<file path="src/rtl/mvb_tx_sequencer.sv">
// Transmit-frame sequencer for the MVB encoder: drives the delimiter generator
// through start delimiter, data and end delimiter, then holds an inter-frame gap.
module mvb_tx_sequencer #(
    parameter int START_LEN = 19,
    parameter int END_LEN   = 4,
    parameter int GAP_LEN   = 8
) (
    input  logic       clk_3M,
    input  logic       reset,
    input  logic       frame_start,
    input  logic       frame_type,
    input  logic [9:0] data_cycles,
    input  logic       abort,
    output logic       send_delimiter,
    output logic [1:0] delimiter_format,
    output logic       data_req,
    output logic [1:0] tx_sel,
    output logic       tx_active,
    output logic       busy,
    output logic       frame_done
);

    typedef enum logic [2:0] {
        ST_IDLE,
        ST_START,
        ST_DATA,
        ST_END,
        ST_GAP
    } state_t;

    localparam logic [9:0] START_LOAD = 10'(START_LEN - 1);
    localparam logic [9:0] END_LOAD   = 10'(END_LEN - 1);
    localparam logic [9:0] GAP_LOAD   = 10'(GAP_LEN - 1);

    state_t     state_q, state_d;
    logic [9:0] cnt_q, cnt_d;
    logic [9:0] len_q, len_d;
    logic       type_q, type_d;
    logic       abort_pend_q, abort_pend_d;
    logic       done_q, done_d;
    logic [1:0] tx_sel_q;
    logic [1:0] phase;

    always_ff @(posedge clk_3M or negedge reset) begin
        if (!reset) begin
            state_q      <= ST_IDLE;
            cnt_q        <= '0;
            len_q        <= '0;
            type_q       <= 1'b0;
            abort_pend_q <= 1'b0;
            done_q       <= 1'b0;
            tx_sel_q     <= 2'b00;
        end else begin
            state_q      <= state_d;
            cnt_q        <= cnt_d;
            len_q        <= len_d;
            type_q       <= type_d;
            abort_pend_q <= abort_pend_d;
            done_q       <= done_d;
            tx_sel_q     <= phase;
        end
    end

    // Delimiter phases always run to completion so the generator index returns to 0;
    // only the data phase can be truncated by abort.
    always_comb begin
        state_d      = state_q;
        cnt_d        = cnt_q;
        len_d        = len_q;
        type_d       = type_q;
        abort_pend_d = abort_pend_q;
        done_d       = 1'b0;

        case (state_q)
            ST_IDLE: begin
                // The frame_done cycle is a dead cycle for new requests.
                if (frame_start && !done_q) begin
                    len_d   = data_cycles;
                    type_d  = frame_type;
                    cnt_d   = START_LOAD;
                    state_d = ST_START;
                end
            end
            ST_START: begin
                abort_pend_d = abort_pend_q | abort;
                if (cnt_q == 10'd0) begin
                    if (len_q == 10'd0 || abort_pend_q || abort) begin
                        cnt_d   = END_LOAD;
                        state_d = ST_END;
                    end else begin
                        cnt_d   = len_q - 10'd1;
                        state_d = ST_DATA;
                    end
                end else begin
                    cnt_d = cnt_q - 10'd1;
                end
            end
            ST_DATA: begin
                if (cnt_q == 10'd0 || abort) begin
                    cnt_d   = END_LOAD;
                    state_d = ST_END;
                end else begin
                    cnt_d = cnt_q - 10'd1;
                end
            end
            ST_END: begin
                if (cnt_q == 10'd0) begin
                    cnt_d        = GAP_LOAD;
                    abort_pend_d = 1'b0;
                    state_d      = ST_GAP;
                end else begin
                    cnt_d = cnt_q - 10'd1;
                end
            end
            ST_GAP: begin
                if (cnt_q == 10'd0) begin
                    done_d  = 1'b1;
                    state_d = ST_IDLE;
                end else begin
                    cnt_d = cnt_q - 10'd1;
                end
            end
            default: begin
                cnt_d   = '0;
                state_d = ST_IDLE;
            end
        endcase
    end

    // Outputs are decoded purely from registered state; tx_sel lags phase by one
    // cycle to line up with the delimiter generator's registered output.
    always_comb begin
        send_delimiter   = 1'b0;
        delimiter_format = 2'b00;
        data_req         = 1'b0;
        phase            = 2'b00;
        case (state_q)
            ST_START: begin
                send_delimiter   = 1'b1;
                delimiter_format = type_q ? 2'b10 : 2'b01;
                phase            = 2'b01;
            end
            ST_DATA: begin
                data_req = 1'b1;
                phase    = 2'b10;
            end
            ST_END: begin
                send_delimiter   = 1'b1;
                delimiter_format = 2'b11;
                phase            = 2'b01;
            end
            default: ;
        endcase
    end

    assign tx_sel     = tx_sel_q;
    assign tx_active  = |tx_sel_q;
    assign busy       = (state_q != ST_IDLE);
    assign frame_done = done_q;

endmodule

</file>
<file path="config.mk">
export PLATFORM = sky130hd
export DESIGN_NAME = mvb_tx_sequencer
export DESIGN_NICKNAME = d
export VERILOG_FILES = /design/src/rtl/mvb_tx_sequencer.sv
export SDC_FILE = /design/constraint.sdc
export NUM_CORES = 1
export LEC_CHECK = 0
export CORE_ASPECT_RATIO = 0.75
export CORE_MARGIN = 2
export CORE_UTILIZATION = 35
export DETAILED_ROUTE_END_ITERATION = 12
export GPL_TIMING_DRIVEN = 0
export SYNTH_ARGS = -nofsm -noshare
export SYNTH_HDL_FRONTEND = slang
export SYNTH_SLANG_ARGS = --single-unit
</file>
<file path="constraint.sdc">
create_clock -name clk_3M -period 4.7 [get_ports clk_3M]
set_clock_uncertainty 0.05 [all_clocks]
set_input_delay 0.94 -clock clk_3M [delete_from_list [all_inputs] [get_ports clk_3M]]
set_output_delay 0.94 -clock clk_3M [all_outputs]
set_load 0.01 [all_outputs]
</file>
# Word level (Yosys, flattened, before mapping)
# Cells that the tools add are included.
word_totals:
  ff_bits: 28
  inputBits: 15
op_classes:
  n_addsub: 2
  n_eq_ne: 10
  n_mux: 23
  bitwise_logic: 1
  n_reduce_logical: 16
ops:
  columns: ["cell", "n"]
  rows:
  - ["2-to-1 mux 10 bit", 6]
  - ["one-hot mux 10 bit (5 select lines)", 1]
  - ["zero test 10 bit", 2]
  - ["subtractor 10 x 1 -> 10 bit, second input constant", 2]
  - ["2-to-1 mux 3 bit", 5]
  - ["one-hot mux 3 bit (5 select lines)", 1]
  - ["!= test 2 bit, second input constant", 6]
  - ["one-hot mux 2 bit (2 select lines)", 2]
  - ["equality test 3 x 2 -> 1 bit, second input constant", 2]
  - ["2-to-1 mux 1 bit", 6]
  - ["AND reduction 2 bit", 3]
  - ["AND reduction 5 bit", 1]
  - ["OR reduction 2 bit", 2]
  - ["equality test 3 x 1 -> 1 bit, second input constant", 1]
  - ["equality test 3 bit, second input constant", 1]
  - ["zero test 3 bit", 1]
  - ["logical OR 1 bit", 3]
  - ["nonzero test 3 bit", 1]
  - ["2-to-1 mux 2 bit", 1]
  - ["one-hot mux 1 bit (2 select lines)", 1]
  - ["nonzero test 2 bit", 1]
  - ["logical AND 1 bit", 1]
  - ["zero test 1 bit", 1]
  - ["OR 1 bit", 1]

# Depth between registers and ports, before layout
# Gate-level depths: netlist of run 1.
logic_depth:
  word_depth: 6
  depth_mapped: 8
  depth_no_buf: 7

# Worst setup path after synthesis of run 1
# Ideal clock, no wire load.
synth_path:
  path_type: "reg-to-reg"
  from: "register cnt_q[0]"
  to: "register cnt_q[3]"
  setup_time_ps: 82
  arrival_time_ps: 2191
  required_ps: 4568
  setup_slack_ps: 2377
  path_stages_with_launch: 9
  n_path_buf: 1
  path_cell_list: "dfrtp_1 inv_1 ha_1 or4b_4 or3_1 or4_1 buf_2 a2bb2oi_1 o22ai_1"
synth_via:
  elab_chain_len: 4
synth_rtl:
  columns: ["item", "line_no", "source"]
  rows:
  - ["from (decl)", "36", "logic [9:0] cnt_q, cnt_d;"]
  - ["from (signal assigned)", "55", "cnt_q <= cnt_d;"]
  - ["parallel branches: the longest is 4 deep, another holds subtractor 10 x 1 -> 10 bit", null, null]
# Parallel ways; which one is timed is not known. The select of a mux whose other input is x is not followed.
# A chain may end at the register's enable or synchronous reset.

# Worst setup path in the final report of run 1
layout_path:
  from: "register state_q[2]"
  to: "output send_delimiter"
layout_via:
  elab_chain_len: 3
layout_rtl:
  columns: ["item", "line_no", "source"]
  rows:
  - ["from (decl)", "35", "state_t state_q, state_d;"]
  - ["from (signal assigned)", "54", "state_q <= state_d;"]
  - ["equality test 3 x 2 -> 1 bit / equality test 3 x 1 -> 1 bit (equally long branches)", "137", "case (state_q)"]
  - ["OR reduction 2 bit (no source line) *", null, null]
  - ["2-to-1 mux 1 bit *", "137", null]
  - ["to (decl)", "14", "output logic send_delimiter,"]
# Mark *: on every way between the ends. The rest lies on a longest branch, timed or not.

==> metrics.yaml, run 1 <==
layout:
  layout-drive-gt1-share: 0.150
  antenna_cells: 0
  final_common_cell: "dfrtp_1"
  finalNetCount: 225
  layout_common_cells: "dfrtp_1 (28), clkdlybuf4s50_1 (22), nor2_1 (12), mux2_2 (11), a21oi_1 (10)"
  syn2layout_area_growth_pct: 21.7
drt:
  drc: 0
  wire_per_inst_microns: 14.5
  drtIter0Drc: 132
  drt_wl_total_microns: 3820
  drt_first_pass_iters: 4
  ant_nets: 0
  vias_per_cell: 5.42
  num_vias: 1431
global_route:
  busiest_layer: "met1"
  antenna_found_initial: 0
  grt.met3_usage: 0.0478
  use_met1: 0.221
  overflow: 0
  grt_max_degree: 29
  grt_pass1_wl_microns: 6490
  grt_pass1_vias: 1321
  grtUsageMet2: 0.219
  track_usage: 0.151
sta:
  relSlewSlack: 0.453
  hold_viol: 0
  fin_crit_sh: 0.612
  max_freq_mhz: 348
  setup-violations-final: 0
  grt_setup_unrepaired: "false"
  tns_ps: 0
  slew_viol_final: 0
  worst_pin_slew_ps: 810
  period_minus_slack_ps: 2880
cts:
  root_buffer: "clkbuf_8"
  cts_hold_buf: 0
  cts_setup_buffers: 0
  clock_sinks: 28
  worstSkewPairLatency_ps: 290
  post_cts_resize_count: 0
  htreeDepth: 1
  cts_made_buffers: 3
  cts_tree: "done"
  cts_max_path_buffers: 2
  clkTransAtPathRegs_ps: 110
critical_path:
  crit_chain: "clkbuf_1, nand2b_1, inv_1, clkdlybuf4s50_1"
  crit_fanout: 10
  cp-start-kind: "register"
  cpMaxStageDelayCell: "clkdlybuf4s50_1"
  path_class: "reg2out"
  worstPathRequired_ps: 3710
  worstSetupEndpointType: "output port"
  slowest_delay_ps: 560
  cp_data_arrival_time_ps: 1890
synthesis:
  ys_ff_latch: 28
  async_flop_share: 1.00
  syn-cell-area_sq_mm: 0.00169
  synth-main-ff-cell: "dfrtp_1"
  syn-num-nets: 197
  avgSynthCellArea_sq_um: 9.40
  yosysWarnings: 0
  synth_edf_count: 0
  yosysSeqAreaShare: 0.414
  synth_cell_types: 48
  postSynthCellCount: 180
power_and_ir_drop:
  p_per_area_mw_per_mm2: 600
  p_sw_mw: 0.475
  combPwrFrac: 0.481
  clkPwrFrac: 0.160
  ir_worst_vdd_mv: 0.240
  leakagePower_nw: 0.826
  p_sw_frac: 0.385
  internal_power_mw: 0.760
  total_power_mw: 1.24
  power_frac_seq: 0.359
floorplan:
  rows: 21
  core_area_sq_mm: 0.00455
  io-pin-count: 24
  die_y_microns: 64.2
  die_w_microns: 84.3
  initial_utilization: 0.372
  die_area_sq_mm: 0.00541
place:
  dpl.hpwl_microns: 2820
  place.gp.congestion: 0.844
  port_buffers: 23
flow_run:
  drv_cap: 0
min_path:
  hp-class: "reg2reg"
status:
  run_status: "finished clean"
[final timing paths]
path | start | end | slack [ps] | cells after the start
max | state_q[2] | send_delimiter | 1820 | 4
min | cnt_q[8] | cnt_q[8] | 480 | 2
max reg2reg | len_q[4] | cnt_q[3] | 2090 | 6
min reg2reg | cnt_q[8] | cnt_q[8] | 480 | 2
max in group asynchronous | reset | len_q[8] | 3560 | 1
min in group asynchronous | reset | tx_sel[1] | 610 | 1
[cell families after synthesis]
| group | share of synthesized area |
|---|---|
| multiplexers | 0.0732 |
| AND/OR/NAND/NOR | 0.217 |
| AO/OA/AOI/OAI | 0.184 |
| adder cells (fa/ha/maj) | 0.0148 |
| flip-flops | 0.414 |
| XOR/XNOR | 0.0517 |
| buffers and inverters | 0.0451 |
[state kept, by name (all words and copies together) (netlist names)]
signal and flops:
cnt_q 10, state_q 3, len_q 10, tx_sel 2, type_q 1, abort_pend_q 1, frame_done 1
[final cells by class]
class / count / area, sq um
Sequential cell: 28 / 701
Buffer: 10 / 42.5
Inverter: 9 / 33.8
Clock buffer: 3 / 41.3
Timing Repair Buffer: 23 / 225
Tap cell: 57 / 71.3
Multi-Input combinational cell: 133 / 916
Clock inverter: 1 / 30.0
Fill cell: 452 / 2480
[cell usage after synthesis, types with 2 or more instances]
master      n  area share
a211oi_1    2      0.0089
a21o_1      3       0.013
a21oi_1    10       0.030
a221oi_1    2       0.010
a2bb2oi_1   2       0.010
buf_2       3      0.0089
clkbuf_1    5       0.011
dfrtp_1    28        0.41
ha_1        2       0.015
inv_1       9       0.020
mux2_2     11       0.073
nand2_1     9       0.020
nand2b_1    7       0.026
nor2_1     12       0.027
nor2b_1     2      0.0074
nor3_1      7       0.021
nor4_1      3       0.011
o211ai_1    2      0.0089
o21a_1      2      0.0089
o21ai_0     9       0.027
o21bai_1    2      0.0089
o22ai_1     2      0.0074
or2_2       5       0.018
or3_1       5       0.018
or3b_2      2       0.010
or4_1       4       0.018
xnor2_1     7       0.036
xor2_1      3       0.016
[power by group through the flow]
stage                     registers, mW  clock network, mW  logic (mW)
after detailed placement          0.448                  0       0.593
after global routing              0.464              0.210       0.663
after global placement            0.447                  0       0.594
after CTS                         0.443              0.201       0.598
after floorplan                   0.423                  0       0.435
final                             0.444              0.197       0.595
[per-stage QoR]
| stage | std cells | area, sq um | utilization | hold WS (ps) | worst slack [ps] |
|---|---|---|---|---|---|
| 2_1_floorplan | 180 | 1690 | - | 418 | 2380 |
| 3_3_place_gp | 260 | 1990 | 0.439 | 451 | 1780 |
| 3_5_place_dp | 260 | 1990 | 0.439 | 461 | 1820 |
| 4_1_cts | 264 | 2070 | 0.454 | 485 | 1820 |
| 5_1_grt | 264 | 2060 | 0.453 | 499 | 1690 |
| 6_report | 264 | 2060 | 0.453 | 476 | 1820 |
[worst max-delay path, delay by kind of cell (launching register included)]
kind / cells / cell delay (ps)
buffers and inverters: 3 / 940
flip-flops: 1 / 370
AND/OR/NAND/NOR: 1 / 310
[routing by layer]
metal	vias to the layer above	share of wire	routed length, microns
met2	45	0.42	1600
li1	713	-	-
met3	4	0.076	289
met4	0	0.0055	21
met1	669	0.50	1900
met5	-	0	0
Note: power is estimated with default switching activity, not from simulation.
==> inputs of run 2 (changes only) <==
==> constraint.sdc (replaced) <==
create_clock -name clk_3M -period 2.9 [get_ports clk_3M]
set_clock_uncertainty 0.05 [all_clocks]
set_input_delay 0.58 -clock clk_3M [delete_from_list [all_inputs] [get_ports clk_3M]]
set_output_delay 0.58 -clock clk_3M [all_outputs]
set_load 0.01 [all_outputs]
==> results of run 2 <==
Same layout as run 1 (identical final DEF). Status: finished clean.
Main changes from that run: setup slack after placement 1820 ps -> 355 ps; setup slack after layout 1820 ps -> 292 ps; hold slack 476 ps -> 246 ps; start point of the critical path state_q[2] -> len_q[4]; end point of the critical path send_delimiter -> cnt_q[3]; register-to-register setup slack 2090 ps -> 290 ps; total power 1.24 mW -> 2.00 mW; worst IR drop on VDD 0.240 mV -> 0.388 mV
